### src/rtl/rom_arbiter.sv
// Two-port arbiter in front of a single-port, 1-cycle-latency instruction ROM.
// Round-robin or fixed priority; responses are routed back by a registered tag.
module rom_arbiter #(
  parameter int DATA_WIDTH = 32,
  parameter int ADDR_WIDTH = 32,
  parameter int ROM_DEPTH  = 1024,
  parameter int FIXED_PRIO = 0
) (
  input  logic                  clk,
  input  logic                  rst_n,
  input  logic                  m0_req,
  input  logic [ADDR_WIDTH-1:0] m0_addr,
  output logic                  m0_gnt,
  output logic                  m0_rvalid,
  output logic [DATA_WIDTH-1:0] m0_rdata,
  output logic                  m0_err,
  input  logic                  m1_req,
  input  logic [ADDR_WIDTH-1:0] m1_addr,
  output logic                  m1_gnt,
  output logic                  m1_rvalid,
  output logic [DATA_WIDTH-1:0] m1_rdata,
  output logic                  m1_err,
  output logic                  rom_rd_ena,
  output logic [ADDR_WIDTH-1:0] rom_address,
  input  logic [DATA_WIDTH-1:0] rom_data
);

  // One extra bit so a ROM_DEPTH of 2**ADDR_WIDTH still compares correctly.
  localparam logic [ADDR_WIDTH:0] DEPTH_EXT = (ADDR_WIDTH+1)'(ROM_DEPTH);

  logic last_q, last_d;
  logic tag_vld_q, tag_vld_d;
  logic tag_id_q, tag_id_d;
  logic tag_oor_q, tag_oor_d;
  logic any_gnt;
  logic addr_oor;
  logic rsp0, rsp1;

  always_comb begin
    m0_gnt = 1'b0;
    m1_gnt = 1'b0;
    if (rst_n) begin
      if (m0_req && m1_req) begin
        // last_q == 1 means port 1 won last time, so port 0 is owed the grant.
        if ((FIXED_PRIO != 0) || last_q) begin
          m0_gnt = 1'b1;
        end else begin
          m1_gnt = 1'b1;
        end
      end else begin
        m0_gnt = m0_req;
        m1_gnt = m1_req;
      end
    end
  end

  assign any_gnt     = m0_gnt | m1_gnt;
  assign rom_address = m1_gnt ? m1_addr : m0_addr;
  assign addr_oor    = ({1'b0, rom_address} >= DEPTH_EXT);
  assign rom_rd_ena  = any_gnt & ~addr_oor;

  always_comb begin
    last_d    = last_q;
    tag_vld_d = any_gnt;
    tag_id_d  = m1_gnt;
    tag_oor_d = any_gnt & addr_oor;
    if (m1_gnt) begin
      last_d = 1'b1;
    end else if (m0_gnt) begin
      last_d = 1'b0;
    end
  end

  always_ff @(posedge clk) begin
    if (!rst_n) begin
      last_q    <= 1'b1;
      tag_vld_q <= 1'b0;
      tag_id_q  <= 1'b0;
      tag_oor_q <= 1'b0;
    end else begin
      last_q    <= last_d;
      tag_vld_q <= tag_vld_d;
      tag_id_q  <= tag_id_d;
      tag_oor_q <= tag_oor_d;
    end
  end

  // Gating with rst_n drops an in-flight response as soon as reset is applied.
  assign rsp0 = rst_n & tag_vld_q & ~tag_id_q;
  assign rsp1 = rst_n & tag_vld_q & tag_id_q;

  assign m0_rvalid = rsp0;
  assign m1_rvalid = rsp1;
  assign m0_err    = rsp0 & tag_oor_q;
  assign m1_err    = rsp1 & tag_oor_q;
  assign m0_rdata  = (rsp0 && !tag_oor_q) ? rom_data : '0;
  assign m1_rdata  = (rsp1 && !tag_oor_q) ? rom_data : '0;

endmodule

### config.mk
export PLATFORM = sky130hd
export DESIGN_NAME = rom_arbiter
export DESIGN_NICKNAME = d
export VERILOG_FILES = /design/src/rtl/rom_arbiter.sv
export SDC_FILE = /design/constraint.sdc
export NUM_CORES = 1
export LEC_CHECK = 0
export ABC_AREA = 1
export CAP_MARGIN = 20
export CORE_MARGIN = 10
export CORE_UTILIZATION = 23
export DETAILED_ROUTE_END_ITERATION = 8
export PLACE_DENSITY = 0.86
export SETUP_SLACK_MARGIN = 0.3
export SLEW_MARGIN = 20
export SYNTH_ARGS = -nofsm -noshare
export SYNTH_HDL_FRONTEND = slang
export SYNTH_SLANG_ARGS = --single-unit
### constraint.sdc
create_clock -name clk -period 3.3 [get_ports clk]
set_input_delay 0.66 -clock clk [delete_from_list [all_inputs] [get_ports clk]]
set_output_delay 0.66 -clock clk [all_outputs]
set_load 0.01 [all_outputs]
==> metrics.txt <==
met1 WL=2.83 mm; clock buffer depth=2; Core Area=5070 sq um; Post-synth EDFFs=0; clk_lat worst skew=0.22 ns; routed wl met2=4.20 mm; CP endpoint kind=primary output; type of origin of the critical path=primary input; Root Driver=clkbuf_8; post-layout min period=2.78 ns; WL per Instance=14.7 um; row count=26; RSZ-0062 raised after global routing=no; Pins Over Slew Limit=0; H-Tree Depth=1; Buf/Inv on CP=5; clock tree from TritonCTS=yes; Synth Cell Area=around 1200 sq um; P per Cell Area=about 160 nW/um^2; flops & latches, synth=4; layout overhead on the synthesized area=189%; critical-path cell list=dlygate4sd2_1 > nand2_4 > buf_6 > nand3b_1 > nand2_1 > buf_4 > inv_1 > clkdlybuf4s50_1; first-pass GRT wire length=between 10 and 15 mm; design area=around 3400 sq um; P_leak=about 2.1 nW; via count=2394; full die area=between 8000 and 9000 sq um; hpwl dp=7.29 mm; routed vias/inst=4.24; status=complete, no violations; Syn Inst Count=273; final setup fails=0; DR pass1 iterations=4; post-route clock period utilization=84.3%; io pins=203; DRT iter0 DRCs=between 40 and 50; routability cong.=0.827; sequential cell area fraction in the yosys report=6.72%; total gr overflow=0; fin nets=595; Synth top area share=29.6%; top-count cell post-synth=nand2_1; CP max-delay cell=clkdlybuf4s50_1; Critical Path RT=approximately 2.6 ns; initial antenna violation count=1; leading area contributor after synthesis=nand2_1; Layout Skew=0.00245 ns; WL final=approximately 8.3 mm; fmax=360 MHz; CTS Buf Count=3; layout cells sized above 1=9.13%; kind of critical path=in -> out; post-synthesis async set-or-reset flop share=0%; PortBufs=roughly 200; die width=between 90 and 100 um; initial core utilization=23.5%; post-route ant nets=0; clk slew on worst S/H paths=around 0.03 ns; largest delay contributor family on the critical path=buffers and inverters; largest net degree at the start of global routing=33; total power=~530 uW; CTS Sinks=4; Post-synth top flop=dfxtp_1; largest cells by area after synthesis=nand2_1 30%, nor2_1 24%, inv_1 18%, dfxtp_1 6.7%, nand3b_1 3.8%; Hold WC Path Type=reg -> reg; syn nets=373; post-synthesis cell type count=19; DRC=0; Highest Signal Layer=met4; WL met3=1.07 mm; die height=92.0 um; synthesized area per cell=4.36 sq um; worst vdd ir=roughly 0.10 mV; vias in the first global route=2497; Global Route Usage Sum=17.8%; Least-Margin Pin Slew=0.271 ns; Crit path arrival time=2.12 ns; Hold Violations, Final=0; crit-path max cell delay=0.53 ns; reg-to-reg slack, setup=1.75 ns; commonest cells in the netlist=94 x nand2_1, 76 x nor2_1, 57 x inv_1; synth warn=0; area of placed instances=3450 sq um; relative slew slack=81.8%; Max-Cap Viols=0; CP Max Fanout=12; Layout Utilization=67.9%
-- area by class of cell --
cell class	instances	area, sq um
Timing Repair Buffer	229	2160
Fill cell	487	1630
Multi-Input combinational cell	198	850
Inverter	59	226
Tap cell	70	87.6
Sequential cell	4	80.1
Clock buffer	3	41.3
Antenna cell	1	2.50
-- power by group --
group / leakage [nW] / internal [mW] / switching, mW
registers: 0.0334 / 0.0526 / 0.00214
clock network: 0.0216 / 0.0778 / 0.0254
logic: 2.06 / 0.218 / 0.159
-- layer usage --
| layer | track usage, % | vias up |
|---|---|---|
| met3 | 8.64 | 12 |
| met5 | 0 | - |
| met1 | 15.6 | 1033 |
| met4 | 5.40 | 0 |
| met2 | 34.7 | 135 |
| li1 | - | 1214 |
-- tightest hold or removal path: cells and delay by family (launching register included) --
family | cells | cell delay [ns]
AO/OA/AOI/OAI | 1 | 0.10
buffers and inverters | 1 | 0.09
flip-flops | 1 | 0.33
-- stage by stage --
stage	TNS [ns]	instances	hold WS, ns	setup slack, ns
after floorplan	0	273	0.473	0.967
after global placement	-0.0489	558	0.496	-0.0489
after detailed placement	-0.0993	558	0.554	-0.0993
after CTS	0	562	0.584	0.206
after global routing	0	564	0.642	0.371
final	0	564	0.590	0.519
-- path summary, 6_finish.rpt --
path              cells after the start  startpoint               to
hold reg to reg                       2      last_q           last_q
setup / recovery                      8      m0_req  rom_address[14]
setup reg to reg                     11      last_q        tag_oor_q
hold / removal                        2      last_q           last_q
-- placed cells by master, fill, tap and decap left out, types with 2 or more instances in the layout --
master	count
a21oi_1	2
buf_12	3
buf_2	2
buf_4	20
buf_6	3
clkbuf_8	3
clkdlybuf4s50_1	108
dfxtp_1	4
dlygate4sd2_1	91
dlymetal6s2s_1	2
inv_1	57
nand2_1	94
nand2_2	3
nand2_4	2
nand3_1	7
nand3b_1	6
nor2_1	74
nor2_2	3
nor3_2	2
nor4_1	2
-- logic make-up after synthesis --
logic type / synth area share (%)
buffers and inverters: 25.7
AND/OR/NAND/NOR: 66.3
AO/OA/AOI/OAI: 1.26
flip-flops: 6.72
-- state kept, by name, indices dropped and copies added, names as in the netlist --
signal     cells
tag_oor_q      1
tag_id_q       1
tag_vld_q      1
last_q         1
-- what timing repair did --
action,4_1_cts,5_1_grt
hold buffers,0,0
gates resized for setup,100,7
hold endpoints to repair,0,0
setup buffers,0,0
pin swaps,1,5
cloned,1,1
setup endpoints to repair,92,5
Power figures use the tool's default switching activity.
